[config.mk]
export PLATFORM = sky130hd
export DESIGN_NAME = irrigation_zone_controller
export DESIGN_NICKNAME = d
export VERILOG_FILES = /design/src/rtl/irrigation_zone_controller.sv
export SDC_FILE = /design/constraint.sdc
export NUM_CORES = 1
export LEC_CHECK = 0
export CORE_ASPECT_RATIO = 0.7
export CORE_MARGIN = 1
export CORE_UTILIZATION = 50
export CTS_BUF_LIST = sky130_fd_sc_hd__clkbuf_4
export DETAILED_ROUTE_END_ITERATION = 10
export GPL_ROUTABILITY_DRIVEN = 0
export PLACE_DENSITY_LB_ADDON = 0.1
export SETUP_SLACK_MARGIN = 0.2
export SYNTH_ARGS = -nofsm -noshare
export SYNTH_HDL_FRONTEND = slang
export SYNTH_SLANG_ARGS = --single-unit
[constraint.sdc]
create_clock -name clk_i -period 2.7 [get_ports clk_i]
set_input_delay 0.405 -clock clk_i [delete_from_list [all_inputs] [get_ports clk_i]]
set_output_delay 0.405 -clock clk_i [all_outputs]
set_load 0.02 [all_outputs]
[src/rtl/irrigation_zone_controller.sv]
// Multi-zone irrigation controller: shared tank level, zone grant, low-level refill pause/resume,
// post-fertiliser flush and sticky supply fault. Define RR_ARB_EN for round-robin zone grant.
module irrigation_zone_controller #(
    parameter int NUM_ZONES    = 4,
    parameter int LEVEL_W      = 3,
    parameter int LEVEL_MAX    = 7,
    parameter int LEVEL_LOW    = 2,
    parameter int CLEAN_TICKS  = 3,
    parameter int FILL_TIMEOUT = 4,
    localparam int AZW         = $clog2(NUM_ZONES)
) (
    input  logic                 clk_i,
    input  logic                 rst_ni,
    input  logic                 tick_i,
    input  logic [NUM_ZONES-1:0] zone_req_i,
    input  logic [NUM_ZONES-1:0] zone_mode_i,
    input  logic                 adb_i,
    input  logic                 supply_ok_i,
    output logic                 valve_in_o,
    output logic [NUM_ZONES-1:0] zone_valve_o,
    output logic [LEVEL_W-1:0]   level_o,
    output logic [AZW-1:0]       active_zone_o,
    output logic                 cleaning_o,
    output logic                 erro_o,
    output logic [2:0]           state_o
);

    localparam int CW = $clog2(CLEAN_TICKS + 1);
    localparam int TW = $clog2(FILL_TIMEOUT + 1);
    localparam logic [LEVEL_W-1:0] LVL_MAX = LEVEL_W'(LEVEL_MAX);
    localparam logic [LEVEL_W-1:0] LVL_LOW = LEVEL_W'(LEVEL_LOW);

    typedef enum logic [2:0] {
        S_IDLE  = 3'd0,
        S_FILL  = 3'd1,
        S_IRR   = 3'd2,
        S_CLEAN = 3'd3,
        S_ERR   = 3'd4
    } state_t;

    state_t                 state_q, state_d;
    logic [LEVEL_W-1:0]     level_q, level_d;
    logic [AZW-1:0]         active_q, active_d;
    logic                   fert_q, fert_d;
    logic                   drip_q, drip_d;
    logic                   phase_q, phase_d;
    logic                   paused_q, paused_d;
    logic [CW-1:0]          clean_cnt_q, clean_cnt_d;
    logic [TW-1:0]          timer_q, timer_d;
    logic                   valve_in_q, valve_in_d;
    logic [NUM_ZONES-1:0]   zone_valve_q, zone_valve_d;
    logic                   cleaning_q, cleaning_d;
    logic                   erro_q, erro_d;
`ifdef RR_ARB_EN
    logic [AZW-1:0]         last_q, last_d;
`endif

    logic [AZW-1:0]         grant;
    logic [TW-1:0]          timer_step;
    logic                   fault;
    logic                   fill_up;

    // First requesting zone found scanning upward (with wrap) from start.
    function automatic logic [AZW-1:0] pick(input logic [NUM_ZONES-1:0] req, input logic [AZW-1:0] start);
        logic [AZW-1:0] g;
        logic           found;
        int             idx;
        g     = '0;
        found = 1'b0;
        for (int i = 0; i < NUM_ZONES; i++) begin
            idx = (int'(start) + i) % NUM_ZONES;
            if (!found && req[idx]) begin
                g     = AZW'(idx);
                found = 1'b1;
            end
        end
        return g;
    endfunction

    always_comb begin
        state_d     = state_q;
        level_d     = level_q;
        active_d    = active_q;
        fert_d      = fert_q;
        drip_d      = drip_q;
        phase_d     = phase_q;
        paused_d    = paused_q;
        clean_cnt_d = clean_cnt_q;
        timer_d     = timer_q;
`ifdef RR_ARB_EN
        last_d      = last_q;
        grant       = pick(zone_req_i, AZW'((int'(last_q) + 1) % NUM_ZONES));
`else
        grant       = pick(zone_req_i, '0);
`endif
        timer_step  = timer_q + TW'(1);
        fault       = 1'b0;
        fill_up     = tick_i && valve_in_q && supply_ok_i && (level_q < LVL_MAX) &&
                      (state_q == S_IDLE || state_q == S_FILL);

        if (tick_i && state_q != S_ERR) begin
            if (valve_in_q && !supply_ok_i) begin
                timer_d = timer_step;
                fault   = (timer_step == TW'(FILL_TIMEOUT));
            end else begin
                timer_d = '0;
            end
        end

        if (fault) begin
            state_d = S_ERR;
        end else begin
            if (fill_up)
                level_d = level_q + LEVEL_W'(1);
            case (state_q)
                S_IDLE: begin
                    if (|zone_req_i) begin
                        if (level_q > LVL_LOW) begin
                            state_d  = S_IRR;
                            active_d = grant;
                            fert_d   = adb_i;
                            drip_d   = !zone_mode_i[grant];
                            phase_d  = 1'b0;
`ifdef RR_ARB_EN
                            last_d   = grant;
`endif
                        end else begin
                            state_d  = S_FILL;
                            paused_d = 1'b0;
                        end
                    end
                end
                S_FILL: begin
                    if (level_q == LVL_MAX) begin
                        paused_d = 1'b0;
                        if (paused_q && zone_req_i[active_q]) begin
                            state_d = S_IRR;
                            phase_d = 1'b0;
                        end else begin
                            state_d = S_IDLE;
                        end
                    end
                end
                S_IRR: begin
                    // A dropped request wins over the low-level pause.
                    if (!zone_req_i[active_q]) begin
                        state_d     = fert_q ? S_CLEAN : S_IDLE;
                        clean_cnt_d = '0;
                    end else if (level_q <= LVL_LOW) begin
                        state_d  = S_FILL;
                        paused_d = 1'b1;
                    end else if (tick_i) begin
                        phase_d = drip_q ? !phase_q : phase_q;
                        if (!drip_q || phase_q)
                            level_d = level_q - LEVEL_W'(1);
                    end
                end
                S_CLEAN: begin
                    if (tick_i) begin
                        if (clean_cnt_q == CW'(CLEAN_TICKS - 1)) begin
                            state_d = S_IDLE;
                            fert_d  = 1'b0;
                        end else begin
                            clean_cnt_d = clean_cnt_q + CW'(1);
                        end
                    end
                end
                default: ;
            endcase
        end

        // Outputs are decoded from next state so they register alongside it.
        valve_in_d   = (state_d == S_IDLE && level_d < LVL_MAX) || state_d == S_FILL || state_d == S_CLEAN;
        zone_valve_d = (state_d == S_IRR || state_d == S_CLEAN) ? (NUM_ZONES'(1) << active_d) : '0;
        cleaning_d   = (state_d == S_CLEAN);
        erro_d       = (state_d == S_ERR);
    end

    always_ff @(posedge clk_i or negedge rst_ni) begin
        if (!rst_ni) begin
            state_q      <= S_IDLE;
            level_q      <= '0;
            active_q     <= '0;
            fert_q       <= 1'b0;
            drip_q       <= 1'b0;
            phase_q      <= 1'b0;
            paused_q     <= 1'b0;
            clean_cnt_q  <= '0;
            timer_q      <= '0;
            valve_in_q   <= 1'b0;
            zone_valve_q <= '0;
            cleaning_q   <= 1'b0;
            erro_q       <= 1'b0;
`ifdef RR_ARB_EN
            last_q       <= AZW'(NUM_ZONES - 1);
`endif
        end else begin
            state_q      <= state_d;
            level_q      <= level_d;
            active_q     <= active_d;
            fert_q       <= fert_d;
            drip_q       <= drip_d;
            phase_q      <= phase_d;
            paused_q     <= paused_d;
            clean_cnt_q  <= clean_cnt_d;
            timer_q      <= timer_d;
            valve_in_q   <= valve_in_d;
            zone_valve_q <= zone_valve_d;
            cleaning_q   <= cleaning_d;
            erro_q       <= erro_d;
`ifdef RR_ARB_EN
            last_q       <= last_d;
`endif
        end
    end

    assign valve_in_o    = valve_in_q;
    assign zone_valve_o  = zone_valve_q;
    assign level_o       = level_q;
    assign active_zone_o = active_q;
    assign cleaning_o    = cleaning_q;
    assign erro_o        = erro_q;
    assign state_o       = state_q;

endmodule

# --- Yosys cells after proc, flatten, opt, wreduce, memory -nomap -nowiden ---
# Index checks and enable logic that the tools add are counted.
op_classes:
  add_sub_neg: 4
  n_mul: 0
  n_div: 0
  n_lt_le_gt_ge: 6
  eq_ne: 25
  shift: 1
  n_mux: 60
  n_bitwise: 1
  n_reduce_logical: 34
ops:
  columns: ["operator", "n"]
  rows:
  - ["two-way mux 3 bit", 15]
  - ["two-way mux 1 bit", 25]
  - ["two-way mux 2 bit", 12]
  - ["!= test 2 bit, second input constant", 10]
  - ["== test 3 x 2 -> 1 bit, second input constant", 4]
  - ["case mux 3 bit (4 select lines)", 1]
  - ["logical AND 1 bit", 11]
  - ["AND reduction 10 bit", 1]
  - ["== test 3 bit, second input constant", 3]
  - ["!= test 2 x 1 -> 1 bit, second input constant", 4]
  - ["zero test 1 bit", 7]
  - ["AND reduction 7 bit", 1]
  - ["adder 3 x 1 -> 3 bit, second input constant", 2]
  - ["== test 3 x 1 -> 1 bit, second input constant", 2]
  - ["zero test 3 bit", 2]
  - ["< comparator 2 x 3 -> 1 bit, second input constant", 2]
  - ["< comparator 3 bit, second input constant", 2]
  - ["case mux 1 bit (3 select lines)", 2]
  - ["AND reduction 6 bit", 1]
  - ["logical OR 1 bit", 5]
  - ["AND reduction 5 bit", 1]
  - ["binary-select mux 1 bit (select 2 bit)", 2]
  - ["two-way mux 4 bit", 1]
  - ["case mux 2 bit (2 select lines)", 1]
  - ["13 further kinds", 14]
totals:
  ff_bits: 24
  latch_bits: 0
  mem_bits_rw: 0
  rom_bits: 0
  inputBits: 13
  out_inout_bits: 15
  wordCells: 144
  mem_count: 0

# --- Longest topological paths before layout ---
logic_depth:
  ltp_word: 16
  mapped_depth: 8
  depth_no_buf: 8

# --- Least setup slack after synthesis ---
# OpenSTA, ideal clock, no wires.
synth_timing:
  path_type: "flip-flop to flip-flop"
  startpoint: "register level_q[0], in the netlist level_o[0]"
  endpoint: "register valve_in_q, in the netlist valve_in_o"
  setup_ps: 77
  t_arrival_ps: 2341
  required_ps: 2623
  path_slack_ps: 281
  path_stages_with_launch: 9
  path_buffers: 0
  period_less_slack_ps: 2419
  cell_sequence: "dfrtp_1 inv_1 ha_1 nor2b_1 o2111ai_1 or3_4 a311o_1 a311o_1 a21oi_1"
synth_between:
  elab_chain_cells: 14
  word_cells_on_any_way: 29
  classes_between: "add/sub: 2; order compare: 4; eq/ne: 3; mux: 14; reduce/logical: 6"
synth_rtl:
  columns: ["element", "line_no", "source"]
  rows:
  - ["from (decl)", "42", "logic [LEVEL_W-1:0] level_q, level_d;"]
  - ["from (signal assigned)", "199", "level_q <= level_d;"]
  - ["< comparator 3 bit", "98", "fill_up = tick_i && valve_in_q && supply_ok_i && (level_q < LVL_MAX) &&"]
  - ["logical AND 1 bit (2 in series)", "98", null]
  - ["two-way mux 3 bit", "113", "if (fill_up)"]
  - ["two-way mux 3 bit", "154", "if (!drip_q || phase_q)"]
  - ["two-way mux 3 bit", "152", "end else if (tick_i) begin"]
  - ["two-way mux 3 bit", "149", "end else if (level_q <= LVL_LOW) begin"]
  - ["two-way mux 3 bit", "146", "if (!zone_req_i[active_q]) begin"]
  - ["two-way mux 3 bit (*)", "115", "case (state_q)"]
  - ["two-way mux 3 bit (*)", "110", "if (fault) begin"]
  - ["net level_d[2]", "42", null]
  - ["< comparator 3 bit (*)", "173", "valve_in_d = (state_d == S_IDLE && level_d < LVL_MAX) || state_d == S_FILL || state_d == S_CLEAN;"]
  - ["logical AND 1 bit (*)", "173", null]
  - ["logical OR 1 bit (*) (2 in series)", "173", null]
  - ["net valve_in_d", "50", "logic valve_in_q, valve_in_d;"]
  - ["to (signal assigned)", "207", "valve_in_q <= valve_in_d;"]
  - ["to (decl)", "50", null]
# The timed path passes the listed nets; every way through them passes the cells marked *.
# A chain may end at the register's enable or synchronous reset.

# --- Worst setup path in the final report ---
layout_timing:
  startpoint: "register level_q[1], in the netlist level_o[1]"
  endpoint: "register valve_in_q, in the netlist valve_in_o"
# The elaborated chain is that of the path after synthesis.

==> results.tsv <==
stage	metric	value	unit
run_status	status	finished clean	
worst_setup_path	element type at the critical path start	register	
drt	drt first pass iters	4	
drt	total vias in the final route	1387	
drt	routed len/inst	15.56	microns
clock_network	H-tree levels	1	
power	Lkg Pwr	0.8404	nW
sta	Fin. Hold Viols	0	
yosys	ys async rst share	1.000	
worst_setup_path	Crit. Startpoint	level_o[1]$_DFF_PN0_	
die	Die Y	47.31	microns
global_routing	largest net degree at the start of global routing	25	
hold_path	hold crit path type	primary input to asynchronous set/reset pin	
power	Comb pwr share	0.581	
worst_setup_path	worst path required time	2.98	ns
worst_setup_path	worst r2r dst	valve_in_o$_DFF_PN0_	
die	Ports	28	
worst_setup_path	crit end category	register	
global_routing	global route overflow	0	
clock_network	CTS tree	built	
placed_design	I/O Buffers	27	
final_layout	final cell count without fillers	233	
placed_design	Placed Instances	227	
sta	Post-Route Skew	0.02310	ns
yosys	Post-synth EDFFs	0	
yosys	post-synth top area share	0.4096	
clock_network	Post-CTS Hold Buffers	0	
yosys	count leader, synth	dfrtp_1	
yosys	cell count after synthesis	156	
sta	RSZ-0062 raised after global routing	yes	
yosys	syn nets	176	
sta	fin crit period	2.434	ns
worst_setup_path	crit path max fanout	9	
clock_network	root buffer cell	clkbuf_4	
final_layout	share of layout cells above drive strength 1	0.1675	
clock_network	Clock Latency Late Sink	0.34	ns
sta	setup TNS	0	ns
worst_setup_path	WP data arrival	2.71	ns
global_routing	GRT Util Overall	0.2416	
final_layout	fill count	227	
global_routing	vias in the first global route	1136	
clock_network	CTS buffer count	3	
power	Sw Share	0.4310	
yosys	YS warnings	0	
global_routing	initial antenna violation count	0	
drt	DR vias/cell	5.953	
drt	final wirelength	3625	microns
clock_network	Sink Count	24	
yosys	synthesized flop and latch total	24	
global_routing	first-pass GRT wire length	5485	microns
worst_setup_path	worst reg-to-reg setup slack	0.27	ns
yosys	Distinct cells, synth	46	
yosys	Mapped Area	1466	sq um
sta	Final WS setup	0.2663	ns
yosys	leading area contributor after synthesis	dfrtp_1	
worst_setup_path	reg-to-reg critical path startpoint	level_o[1]$_DFF_PN0_	
final_layout	register area	604.3	sq um
power	Cell Int Power	0.001249	W
sta	fin crit share	0.9014	
sta	worst slew pin tran	0.4034	ns
sta	FMAX	410.9	MHz
die	core area	2783	sq um
die	Initial Utilization	0.5270	
power	sequential share of power	0.295	
job	MaxCap Viol Count	0	
clock_network	maximum clock path buffer count	2	
yosys	syn avg cell area	9.400	sq um
yosys	synth top area cells	dfrtp_1 (41%), ha_1 (6.0%), nor2_1 (4.1%), o21ai_0 (3.8%), mux4_2 (3.1%)	
power	VDD IR max	561.0	uV
sta	headroom to the max-slew limit	0.7286	
final_layout	Multi-input gate area	818.3	sq um
power	sw power	0.0009463	W
placed_design	pre-CTS worst setup slack	0.09878	ns
power	Pwr Density	1140	nW/um^2
drt	Final ANT Viol Nets	0	
die	num rows	16	
power	clock power share	0.124	
sta	final-report max-slew violation count	0	
die	Die ar.	3157	sq um
die	Die Width	66.73	microns
drt	DR DRC count	0	
sta	worst hold-check slack	0.4054	ns
drt	Initial DRC Count	211	
yosys	Seq/Total Area, Yosys	0.4096	
placed_design	hpwl dp	2667	microns
yosys	ys flop type	dfrtp_1	
worst_setup_path	crit path to	valve_in_o$_DFF_PN0_	
clock_network	CTS clk-pin slew, worst paths	0.16	ns
sta	setup violators final	0	
yosys	synth cell count leaders	dfrtp_1 (24), nor2_1 (16), o21ai_0 (11)	
worst_setup_path	FF-to-FF path depth	7	
final_layout	synthesis-to-layout area growth	31.31	%
worst_setup_path	CP Class	register to register	
final_layout	diode count	0	
final_layout	Nets	218	
## stage by stage
step / power [W] / instance area, sq um / util
4_1_cts: 0.002135 / 1899 / 0.6826
3_5_place_dp: 0.001857 / 1846 / 0.6632
2_1_floorplan: 0.001398 / 1466 / -
6_report: 0.002196 / 1926 / 0.6920
3_3_place_gp: 0.001826 / 1846 / 0.6632
5_1_grt: 0.002344 / 1926 / 0.6920
## sequential cells by signal (all words and copies together), names as in the netlist
| name | count |
|---|---|
| drip_q | 1 |
| clean_cnt_q | 2 |
| timer_q | 3 |
| level_o | 3 |
| zone_valve_o | 4 |
| cleaning_o | 1 |
| phase_q | 1 |
| erro_o | 1 |
| paused_q | 1 |
| fert_q | 1 |
| valve_in_o | 1 |
| state_o | 3 |
| active_zone_o | 2 |
## what timing repair did
action	CTS	global route
buffers inserted	0	2
resized for setup	1	4
setup endpoints to repair	1	3
## power by group through the flow
stage	sequential, W	clock [W]	combinational, W
2_1_floorplan	0.000713	0	0.000686
6_report	0.000647	0.000272	0.00128
3_5_place_dp	0.000649	0	0.00121
3_3_place_gp	0.000641	0	0.00119
5_1_grt	0.000668	0.000289	0.00139
4_1_cts	0.000643	0.000274	0.00122
## metal layers
| metal | vias up | track usage | part of all wire |
|---|---|---|---|
| li1 | 655 | - | - |
| met1 | 663 | 0.3722 | 0.49 |
| met2 | 65 | 0.3212 | 0.43 |
| met3 | 4 | 0.07039 | 0.076 |
| met4 | 0 | 0.06809 | 0.0072 |
| met5 | - | 0 | 0 |
## worst min-delay path by stage
stage          cells past startpoint                        from                    endpoint
6_report                           2                      rst_ni        level_o[0]$_DFF_PN0_
5_1_grt                            2                      rst_ni        level_o[1]$_DFF_PN0_
4_1_cts                            2                      rst_ni        level_o[1]$_DFF_PN0_
3_5_place_dp                       2  clean_cnt_q[1]$_DFFE_PN0P_  clean_cnt_q[1]$_DFFE_PN0P_
3_3_place_gp                       2      timer_q[2]$_DFFE_PN0P_      timer_q[2]$_DFFE_PN0P_
2_1_floorplan                      0                      rst_ni  active_zone_o[0]$_DFF_PN0_
## placed cells by master (no fill, tap or decap), types with 3 or more instances in the layout
cell type         n
nor3_1            4
or2_2             3
a311o_1           3
a21oi_1           8
nor2_1           16
ha_1              7
dfrtp_2           3
nand3_1           6
inv_1            10
buf_4            13
nand2b_1          7
o21ai_0          11
dfrtp_1          21
nor2b_1           3
nand2_1          10
clkbuf_4          3
clkdlybuf4s50_1  27
## worst max-delay path: stages, from the launching register on
cell and delay (ns):
dfrtp_2 0.49, ha_1 0.21, nor2b_2 0.20, o2111ai_1 0.22, or3_4 0.40, a311o_1 0.37, a311o_1 0.35, a21oi_1 0.14
## cells by family after synthesis
group                      Yosys count  synth area share
adders and majority gates            7           0.05972
DFF                                 24            0.4096
AOI/OAI and AO/OA                   40            0.1826
muxes                                5           0.05205
buffers and inverters               13           0.03840
and+or+nand+nor                     67            0.2577
## cell type report
| class | instances | area share |
|---|---|---|
| timing repair buffer | 40 | 0.1910 |
| tap | 36 | 0.02339 |
| sequential | 24 | 0.3138 |
| multi-input combinational | 119 | 0.4250 |
| inverter | 10 | 0.01949 |
| clock buffer | 3 | 0.01170 |
| clock inverter | 1 | 0.01559 |
(Power assumes the default switching activity.)
